### config.mk
export PLATFORM = sky130hd
export DESIGN_NAME = prg_lfsr_stream
export DESIGN_NICKNAME = d
export VERILOG_FILES = /design/src/rtl/prg_pkg.sv /design/src/rtl/prg_lfsr_step.sv /design/src/rtl/prg_lfsr_stream.sv
export SDC_FILE = /design/constraint.sdc
export NUM_CORES = 1
export LEC_CHECK = 0
export CORE_MARGIN = 1.5
export CORE_UTILIZATION = 54
export CTS_CLUSTER_DIAMETER = 120
export DETAILED_ROUTE_END_ITERATION = 7
export PLACE_DENSITY_LB_ADDON = 0.12
export SYNTH_ARGS = -nofsm -noshare
export SYNTH_HDL_FRONTEND = slang
export SYNTH_SLANG_ARGS = --single-unit
### constraint.sdc
create_clock -name clk -period 5.75 [get_ports clk]
set_input_delay 0.575 -clock clk [delete_from_list [all_inputs] [get_ports clk]]
set_output_delay 0.575 -clock clk [all_outputs]
set_load 0.01 [all_outputs]
### src/rtl/prg_pkg.sv
// Shared encodings for the pseudo-random stream generator: mode, FSM states, common tap masks.
package prg_pkg;

  localparam logic MODE_FIB = 1'b0;
  localparam logic MODE_GAL = 1'b1;

  typedef enum logic [0:0] {
    IDLE = 1'b0,
    RUN  = 1'b1
  } prg_state_e;

  localparam logic [7:0]  DEFAULT_POLY_8  = 8'hB8;
  localparam logic [15:0] DEFAULT_POLY_16 = 16'hE801;
  localparam logic [31:0] DEFAULT_POLY_32 = 32'h8020_0003;

endpackage

### src/rtl/prg_lfsr_step.sv
// One combinational LFSR shift in either Fibonacci or Galois form.
module prg_lfsr_step
  import prg_pkg::*;
#(
  parameter int WIDTH = 16
) (
  input  logic [WIDTH-1:0] s,
  input  logic [WIDTH-1:0] poly,
  input  logic             mode,
  output logic [WIDTH-1:0] s_next
);

  always_comb begin
    s_next = '0;
    if (mode == MODE_GAL) begin
      s_next = (s >> 1) ^ (s[0] ? poly : '0);
    end else begin
      s_next = {^(s & poly), s[WIDTH-1:1]};
    end
  end

endmodule

### src/rtl/prg_lfsr_stream.sv
// LFSR word source on a valid/ready stream with runtime seed/poly/mode loading
// and zero-state lock-up recovery.
module prg_lfsr_stream
  import prg_pkg::*;
#(
  parameter int               WIDTH        = 16,
  parameter logic [WIDTH-1:0] DEFAULT_POLY = 16'hE801,
  parameter int               STEPS        = 1
) (
  input  logic             clk,
  input  logic             rst,
  input  logic             enable,
  input  logic             seed_valid,
  output logic             seed_ready,
  input  logic [WIDTH-1:0] seed,
  input  logic [WIDTH-1:0] poly,
  input  logic             mode,
  output logic             out_valid,
  input  logic             out_ready,
  output logic [WIDTH-1:0] rand_data,
  output logic             lockup
);

  localparam logic [0:0]       ST_IDLE = IDLE;
  localparam logic [0:0]       ST_RUN  = RUN;
  localparam logic [WIDTH-1:0] ONE     = WIDTH'(1);

  logic [0:0]       state;
  logic [WIDTH-1:0] lfsr;
  logic [WIDTH-1:0] poly_r;
  logic             mode_r;
  logic [WIDTH-1:0] chain [0:STEPS];
  logic [WIDTH-1:0] adv;
  logic             load;
  logic             hs;

  // STEPS shifts unrolled in series; chain[STEPS] is the next word
  assign chain[0] = lfsr;
  for (genvar g = 0; g < STEPS; g++) begin : g_step
    prg_lfsr_step #(.WIDTH(WIDTH)) u_step (
      .s      (chain[g]),
      .poly   (poly_r),
      .mode   (mode_r),
      .s_next (chain[g+1])
    );
  end
  assign adv = chain[STEPS];

  assign out_valid  = (state == ST_RUN);
  assign rand_data  = lfsr;
  assign seed_ready = (state == ST_IDLE) || out_ready;
  assign load       = seed_valid && seed_ready;
  assign hs         = out_valid && out_ready;

  // A load takes priority over the advance; the seed becomes the next word
  always_ff @(posedge clk or posedge rst) begin
    if (rst) begin
      state  <= ST_IDLE;
      lfsr   <= ONE;
      poly_r <= DEFAULT_POLY;
      mode_r <= MODE_FIB;
      lockup <= 1'b0;
    end else if (load) begin
      lfsr   <= (seed == '0) ? ONE : seed;
      poly_r <= (poly == '0) ? DEFAULT_POLY : poly;
      mode_r <= mode;
      lockup <= 1'b0;
      state  <= ST_RUN;
    end else if (hs) begin
      if (adv == '0) begin
        lfsr   <= ONE;
        lockup <= 1'b1;
      end else begin
        lfsr <= adv;
      end
      state <= enable ? ST_RUN : ST_IDLE;
    end else if (state == ST_IDLE && enable) begin
      state <= ST_RUN;
    end
  end

endmodule

==> out/results.ini, run 1 <==
[layout]
fin_util = 0.737
syn2layout_area_growth_pct = 27.8
nFillCells = 339
diodes = 0
drive_above_1_share = 0.0688
nets = 386
stdcell_area_um2 = 3030
final_common_cell = nand2_1
layout_common_cells = nand2_1 (83), clkdlybuf4s50_1 (56), nor2_1 (29), dfrtp_1 (29), o21ai_0 (20)

[setup_path]
critPathSlowestCell = clkdlybuf4s50_1
crit_path_end_kind = primary output
cpPeakStageDelay_ps = 600
critical_path_class = input port to primary output
critPathLaunchType = input port
critPathRequiredTime_ps = 5180
path_buf_inv = 2
path_max_fanout = 8
crit_chain = clkdlybuf4s50_1, nand2b_1, clkdlybuf4s50_1
path_common_cell = clkdlybuf4s50_1
cp.arrival_ps = 1930
crit_family = buffers and inverters

[floorplanning]
core_area_um2 = 4120
die_y_um = 69.3
start_util = 0.577
die_x_um = 69.3
die_area_um2 = 4800
rows = 23
io_pins = 57

[global_route]
grt.overflow.total = 0
grt_pass1_vias = 2056
grt_max_degree = 40
grt_pass1_wl_um = 9960
track_usage = 0.256
grtUsageMet2 = 0.384
grt.met1_usage = 0.369
use_met3 = 0.0538
antenna_found_initial = 0
busiest_layer = met2

[timing]
fin_skew_ps = 5.30
finalSetupTns_ps = 0
slew_headroom = 0.599
worstMarginPinSlew_ps = 600
rsz0062_at_grt = no
final_max_slew_viol_count = 0
hold_viol = 0
period_needed_ps = 2510
post-route-period-util = 0.436
setup_viol = 0
clock.fmax_ghz = 0.399

[synthesis]
syn-cell-area_um2 = 2370
ys.flop_type = dfrtp_1
ys_seq_area_frac = 0.372
syn_area_per_cell_um2 = 7.89
synth_warnings = 0
synth_seq_cells = 35
synth_edf_count = 0
netlist-cell-type-count = 40
syn_inst = 301
syn-num-nets = 339
async_flop_share = 1.00

[placed_design]
dp_hpwl_um = 4320
place_area_um2 = 2920
port_buffers = 56
place.gp.congestion = 0.893

[clock_tree]
root_buffer = clkbuf_8
clk_pin_slew_ps = 70
htree_levels = 2
cts_hold_buffers = 0
clk_path_buf_depth = 2
post_cts_resized = 0
cts_setup_buffers = 0
cts_sinks = 35
numCtsBuffers = 5
clk_latency_ps = 290
cts_tree = done

[run]
cap_violations = 0

[detailed_routing]
routed_via_density = 5.66
drt-total-wl_um = 5870
drc = 0
drt_iter0_markers = 153
ant_nets = 0
detail_route.wl_per_cell_um = 14.7
drt_first_pass_iters = 4
vias = 2257

[power]
power.leakage_nw = 1.21
peakVddDrop_uv = 169
powerDensity_nw_per_um2 = 334

[status]
status = completed

[min_path]
hold_class = flip-flop to flip-flop

==> cell usage after synthesis (3+ instances only) <==
cell      number  area (um2)
nand2_1       83         312
dfrtp_1       29         726
nor2_1        29         109
o21ai_0       20         100
xor2_1        19         166
xnor2_1       16         140
a21oi_1       13        65.1
nand4_1        9        56.3
clkbuf_1       8        30.0
nor4_1         8        50.1
dfstp_2        6         158
o22a_1         5        43.8
a32oi_1        4        35.0
buf_2          4        20.0
a22oi_1        3        22.5
buf_4          3        22.5
mux2_2         3        33.8
nand3_1        3        15.0
nand4b_1       3        26.3
nor2b_1        3        18.8
==> registers in the layout, summed over array words and instances, names as in the netlist <==
| name | count |
|---|---|
| lockup | 1 |
| mode_r | 1 |
| out_valid | 1 |
| poly_r | 16 |
| rand_data | 16 |
==> per-layer routing <==
metal	routed length, um	share of wire
met5	0	0
met1	2670	0.45
met4	106	0.018
met2	2710	0.46
met3	387	0.066
==> worst paths after layout <==
kind	startpoint	depth (start not counted)	slack, ps	end
hold reg to reg	lockup	1	540	lockup
max in group asynchronous	rst	3	4720	rand_data[0]
min in group asynchronous	rst	3	680	poly_r[10]
setup reg to reg	rand_data[0]	7	3590	rand_data[0]
hold / removal	lockup	1	540	lockup
setup / recovery	out_ready	3	3240	seed_ready
==> kinds of logic (layout without fill, tap and decap cells) <==
family          after synthesis  in the layout  synth area share
compound gates               56             56             0.146
mux                           5              5            0.0227
xor+xnor                     36             36             0.136
flops                        35             35             0.372
simple gates                148            148             0.277
buf+inv                      21             69            0.0469
==> layout make-up <==
type                    instances  area [um2]  area share
clock inverters                 2        35.0      0.0115
flip-flops and latches         35         883       0.291
clock buffers                   6        82.6      0.0272
repair buffers                 59         583       0.192
multi-input cells             245        1380       0.455
inverters                       2        7.51     0.00247
well taps                      50        62.6      0.0206
==> stage by stage <==
step	hold slack, ps	setup WS (ps)	power [mW]	std cells
2_1_floorplan	524	3840	0.647	301
3_3_place_gp	502	3300	0.773	391
3_5_place_dp	519	3260	0.783	391
4_1_cts	539	3260	1.02	399
5_1_grt	544	3210	1.07	399
6_report	536	3240	1.01	399
==> power by group <==
part / total, mW / switching (mW) / internal (mW)
combinational: 0.386 / 0.174 / 0.212
clock: 0.231 / 0.0905 / 0.140
sequential: 0.396 / 0.100 / 0.296
total: 1.01 / 0.365 / 0.648
Note: power is estimated with default switching activity, not from simulation.
==> run 2: changes to the inputs <==
--- a/config.mk
+++ b/config.mk
@@ -6,7 +6,7 @@
 export NUM_CORES = 1
 export LEC_CHECK = 0
 export CORE_MARGIN = 1.5
-export CORE_UTILIZATION = 54
+export CORE_UTILIZATION = 45
 export CTS_CLUSTER_DIAMETER = 120
 export DETAILED_ROUTE_END_ITERATION = 7
 export PLACE_DENSITY_LB_ADDON = 0.12
==> constraint.sdc (replaced) <==
create_clock -name clk -period 2.2 [get_ports clk]
set_input_delay 0.22 -clock clk [delete_from_list [all_inputs] [get_ports clk]]
set_output_delay 0.22 -clock clk [all_outputs]
set_load 0.01 [all_outputs]
==> out/results.ini, run 2 (synthesis gave the netlist of run 1 again) <==
[setup_path]
critPathRequiredTime_ps = 2400  ; -2780 ps
cp.arrival_ps = 2310  ; +380 ps
reg2reg_depth = 7  ; unchanged
critical_path_class = flip-flop to flip-flop
crit_path_end_kind = flip-flop
critPathLaunchType = flip-flop
path_max_fanout = 9  ; +1
ff2ff_setup_slack_ps = 100  ; -3490 ps
rr_endpoint = rand_data[0]
r2r-start = rand_data[0]

[clock_tree]
clk_latency_ps = 290  ; about the same
root_buffer = clkbuf_8
post_cts_resized = 0  ; unchanged
clk_path_buf_depth = 2  ; unchanged
numCtsBuffers = 5  ; unchanged
cts_sinks = 35  ; unchanged
clk_pin_slew_ps = 70  ; about the same
cts_tree = done
htree_levels = 2  ; unchanged

[layout]
layout_common_cells = nand2_1 (83), clkdlybuf4s50_1 (56), nor2_1 (29), dfrtp_1 (29), o21ai_0 (20)
final_common_cell = nand2_1
drive_above_1_share = 0.0994  ; +0.0307
syn2layout_area_growth_pct = 32.2
nets = 399  ; +3.4%
diodes = 0  ; unchanged

[floorplanning]
start_util = 0.465  ; -0.112
io_pins = 57  ; unchanged
rows = 26  ; +13%
core_area_um2 = 5110  ; +24%
die_x_um = 75.6  ; +9.1%
die_area_um2 = 5720  ; +19%
die_y_um = 75.6  ; +9.1%

[global_route]
antenna_found_initial = 0  ; unchanged
grt_pass1_vias = 2094  ; +1.8%
grtUsageMet2 = 0.367  ; -0.0161
grt.overflow.total = 0  ; unchanged
track_usage = 0.251  ; -0.00422
busiest_layer = met2
grt.met1_usage = 0.367  ; -0.00272
grt_max_degree = 36  ; -10%
use_met3 = 0.0529  ; -0.000869
grt_pass1_wl_um = 10600  ; +6.1%

[power]
p_comb_frac = 0.433  ; +0.052
powerDensity_nw_per_um2 = 847  ; +150%
swShare = 0.373  ; +0.0126
power.internal_mw = 1.67  ; +160%
seqPwrFrac = 0.371  ; -0.020
p_switching_mw = 0.991  ; +170%
power.leakage_nw = 1.26  ; +4.4%
clockPowerShare = 0.196  ; -0.032
peakVddDrop_uv = 402  ; +140%

[timing]
hold_ws_ps = 328  ; -208 ps
fin_skew_ps = 7.00  ; +1.70 ps
finalSetupTns_ps = 0  ; unchanged
slew_headroom = 0.699  ; +0.100
rsz0062_at_grt = no
worstMarginPinSlew_ps = 452  ; -149 ps
period_needed_ps = 2100
final_max_slew_viol_count = 0  ; unchanged
setup_viol = 0  ; unchanged
post-route-period-util = 0.956
clock.fmax_ghz = 0.476
hold_viol = 0  ; unchanged

[placed_design]
dp_hpwl_um = 4970  ; +15%
port_buffers = 56  ; unchanged
place.gp.congestion = 0.870  ; -2.6%

[detailed_routing]
drc = 0  ; unchanged
drt_first_pass_iters = 4  ; unchanged
detail_route.wl_per_cell_um = 15.4  ; +4.5%
routed_via_density = 5.34  ; -5.7%
ant_nets = 0  ; unchanged
vias = 2305  ; +2.1%
drt-total-wl_um = 6640  ; +13%
drt_iter0_markers = 114  ; -25%

[min_path]
hold_class = input port to async pin

[run]
cap_violations = 0  ; unchanged

[status]
status = completed

==> run 2: stage by stage <==
step                       util  total power [mW]  std cells  area (um2)  setup slack (ps)
after floorplan               -              1.69        301        2370               287
after global placement    0.591              2.12        421        3020               185
after detailed placement  0.591              2.12        421        3020               102
after CTS                 0.610              2.65        429        3120              84.3
after global routing      0.615              2.85        432        3140             0.993
final                     0.615              2.66        432        3140              97.7
==> run 2: layer usage <==
metal | share of wire | up-vias | wire [um]
met4 | 0.017 | 0 | 113
li1 | - | 1149 | -
met3 | 0.069 | 12 | 456
met2 | 0.43 | 100 | 2850
met1 | 0.48 | 1044 | 3220
met5 | 0 | - | 0
==> run 2: critical path, stage by stage, from the launching register on <==
cell and delay [ps]:
dfstp_2 620, nand2_2 150, o32a_1 380, a32oi_1 200
nand4_1 180, o211ai_1 210, a21oi_1 60, o31ai_1 240
==> run 2: power by group through the flow <==
stage / combinational (mW) / clock, mW / sequential, mW
after floorplan: 0.742 / 0 / 0.948
after global placement: 1.13 / 0 / 0.997
after detailed placement: 1.13 / 0 / 0.994
after CTS: 1.14 / 0.530 / 0.984
after global routing: 1.28 / 0.564 / 1.01
final: 1.15 / 0.522 / 0.987
==> run 2: worst max-delay path by stage <==
stage	to	slack, ps	from
detailed placement	rand_data[0]	100	rand_data[0]
finish	rand_data[0]	100	rand_data[0]
CTS	rand_data[0]	80	rand_data[0]
global placement	rand_data[0]	180	rand_data[0]
global route	rand_data[0]	1	mode_r
floorplan	rand_data[0]	290	rand_data[0]
==> run 2: final cells by class <==
cell class / count / area [um2]
Sequential cell: 35 / 883
Inverter: 2 / 7.51
Fill cell: 483 / 1970
Clock buffer: 8 / 100
Tap cell: 70 / 87.6
Multi-Input combinational cell: 246 / 1390
Timing Repair Buffer: 71 / 673
==> run 2: timing repair <==
item,in CTS,in global routing
setup buffers,0,2
endpoints found under the setup margin,0,1
hold endpoints to repair,0,0
hold buffers,0,0
==> run 3: changes to the inputs <==
--- a/config.mk
+++ b/config.mk
@@ -5,6 +5,7 @@
 export SDC_FILE = /design/constraint.sdc
 export NUM_CORES = 1
 export LEC_CHECK = 0
+export ABC_AREA = 1
 export CORE_MARGIN = 1.5
 export CORE_UTILIZATION = 45
 export CTS_CLUSTER_DIAMETER = 120
==> out/results.ini, run 3 <==
[status]
status = completed

[timing]
rsz0062_at_grt = no
slew_headroom = 0.571  ; -0.128
hold_viol = 0  ; unchanged
finalSetupTns_ps = 0  ; unchanged
fin_skew_ps = 8.89  ; +1.89 ps
worstMarginPinSlew_ps = 643  ; +191 ps
setup_viol = 0  ; unchanged
clock.fmax_ghz = 0.523  ; +10%
period_needed_ps = 1910  ; -191 ps
final_max_slew_viol_count = 0  ; unchanged
post-route-period-util = 0.869  ; -0.0867

[setup_path]
crit_end = rand_data[0]
crit_path_end_kind = flip-flop
critical_path_class = flip-flop to flip-flop
path_max_fanout = 16  ; +7
rr_endpoint = rand_data[0]
ff2ff_setup_slack_ps = 290  ; +190 ps
critPathRequiredTime_ps = 2440  ; +40 ps
crit_start = rand_data[0]
reg2reg_depth = 12  ; +5
cp.arrival_ps = 2150  ; -160 ps
r2r-start = rand_data[0]
critPathLaunchType = flip-flop

[clock_tree]
post_cts_resized = 0  ; unchanged
cts_hold_buffers = 0  ; unchanged
root_buffer = clkbuf_8
cts_setup_buffers = 0  ; unchanged
cts_sinks = 35  ; unchanged
numCtsBuffers = 5  ; unchanged
htree_levels = 2  ; unchanged
clk_pin_slew_ps = 70  ; about the same
clk_latency_ps = 290  ; about the same
clk_path_buf_depth = 2  ; unchanged
cts_tree = done

[synthesis]
async_flop_share = 1.00  ; unchanged
netlist-cell-type-count = 25  ; -38%
syn_area_per_cell_um2 = 6.48  ; -18%
synth_edf_count = 0  ; unchanged
synthMuxAreaShare = 0  ; -0.0227
syn-num-nets = 391  ; +15%
ys_seq_area_frac = 0.386  ; +0.0145
synth_common_cells = nand2_1 (180), inv_1 (32), dfrtp_1 (29)
synth_warnings = 0  ; unchanged
synth_seq_cells = 35  ; unchanged
syn_inst = 353  ; +17%
syn-cell-area_um2 = 2290  ; -3.7%
yosysMostFrequentCell = nand2_1
synthSimpleGateAreaFrac = 0.415  ; +0.139
synth_top_area_frac = 0.317  ; +0.0119
synth_fa_ha_area_frac = 0  ; unchanged
synth_top_family_by_area = simple AND/OR/NAND/NOR gates
synth.area.top_cells = dfrtp_1 (32%), nand2_1 (30%), dfstp_2 (6.9%)
synth_area_leader_cell = dfrtp_1
synth-xor-area-share = 0.0613  ; -0.0746
synth-compound-area-share = 0.0635  ; -0.0825
ys.flop_type = dfrtp_1

[placed_design]
port_buffers = 56  ; unchanged
place.gp.congestion = 0.840  ; -3.5%
dp_hpwl_um = 4720  ; -4.9%
place_area_um2 = 2940  ; -2.6%

[detailed_routing]
ant_nets = 0  ; unchanged
drc = 0  ; unchanged
detail_route.wl_per_cell_um = 12.5  ; -18%
vias = 2356  ; +2.2%
drt_first_pass_iters = 5  ; +1
routed_via_density = 4.89  ; -8.4%
drt-total-wl_um = 6040  ; -9.0%
drt_iter0_markers = 79  ; -31%

[layout]
diodes = 0  ; unchanged
regArea_um2 = 883  ; unchanged
final_common_cell = nand2_1
nFillCells = 466  ; -3.5%
stdcell_area_um2 = 3070  ; -2.2%
syn2layout_area_growth_pct = 34.4
drive_above_1_share = 0.0771  ; -0.0223
multi_input_area_um2 = 1230  ; -11%
layout_common_cells = nand2_1 (180), clkdlybuf4s50_1 (56), inv_1 (32)
nets = 452  ; +13%

[global_route]
grt_max_degree = 36  ; unchanged
antenna_found_initial = 0  ; unchanged
track_usage = 0.236  ; -0.0151
grt_pass1_wl_um = 9740  ; -7.8%
grt.overflow.total = 0  ; unchanged
grt_pass1_vias = 2148  ; +2.6%

[power]
peakVddDrop_uv = 379  ; -5.6%
power.leakage_nw = 1.55  ; +23%
powerDensity_nw_per_um2 = 876  ; +3.5%

[floorplanning]
io_pins = 57  ; unchanged
rows = 25  ; -3.8%
core_area_um2 = 4820  ; -5.7%
die_y_um = 74.3  ; -1.8%
die_area_um2 = 5520  ; -3.6%
start_util = 0.475  ; +0.00958
die_x_um = 74.3  ; -1.8%

[run]
cap_violations = 0  ; unchanged

[min_path]
hold_class = input port to async pin

-- run 3: metrics by stage --
stage,std cells,setup slack (ps),power [mW],utilization,hold slack (ps)
after floorplan,353,574,1.58,-,321
after global placement,474,370,1.99,0.610,477
after detailed placement,474,334,2.01,0.610,483
after CTS,482,304,2.70,0.638,333
after global routing,482,56.0,2.88,0.638,397
final,482,288,2.69,0.638,318
-- run 3: per-layer routing --
layer  global-route usage  vias up  wire (um)
met5                    0        -          0
met4               0.0808        0         95
met3               0.0556        8        349
met2                0.369       65       2750
met1                0.324     1067       2850
li1                     -     1216          -
-- run 3: final cells by class --
cell class | count | share of cell area
Tap cell | 67 | 0.0273
Clock inverter | 2 | 0.0196
Inverter | 33 | 0.0403
Clock buffer | 6 | 0.0236
Sequential cell | 35 | 0.288
Timing Repair Buffer | 63 | 0.200
Multi-Input combinational cell | 276 | 0.402
-- run 3: worst min-delay path by stage --
stage | end | slack, ps | from
2_1_floorplan | out_valid | 320 | enable
3_3_place_gp | rand_data[0] | 480 | rand_data[0]
3_5_place_dp | rand_data[0] | 480 | rand_data[0]
4_1_cts | poly_r[2] | 330 | rst
5_1_grt | poly_r[2] | 400 | rst
6_report | poly_r[3] | 320 | rst
-- run 3: logic make-up after synthesis --
kind of cell	after synthesis
flops	35
buf+inv	42
xor+xnor	16
simple gates	236
compound gates	24
-- run 3: where the power goes --
part	switching [mW]	internal, mW	leakage [nW]
sequential	0.146	0.781	0.407
combinational	0.587	0.488	1.08
clock	0.236	0.453	0.0654
total	0.969	1.72	1.55
-- run 3: critical path, cell delays in order, from the launching register on --
cell     delay (ps)
dfstp_2         560
nand2_1          70
inv_2           250
nand2_1         110
xor2_1          220
nand2_1          80
nor2_1          110
nand2_1          60
nor2_1          110
nand3_1         110
nand3_1          80
nand2_1          50
nand2_1          60
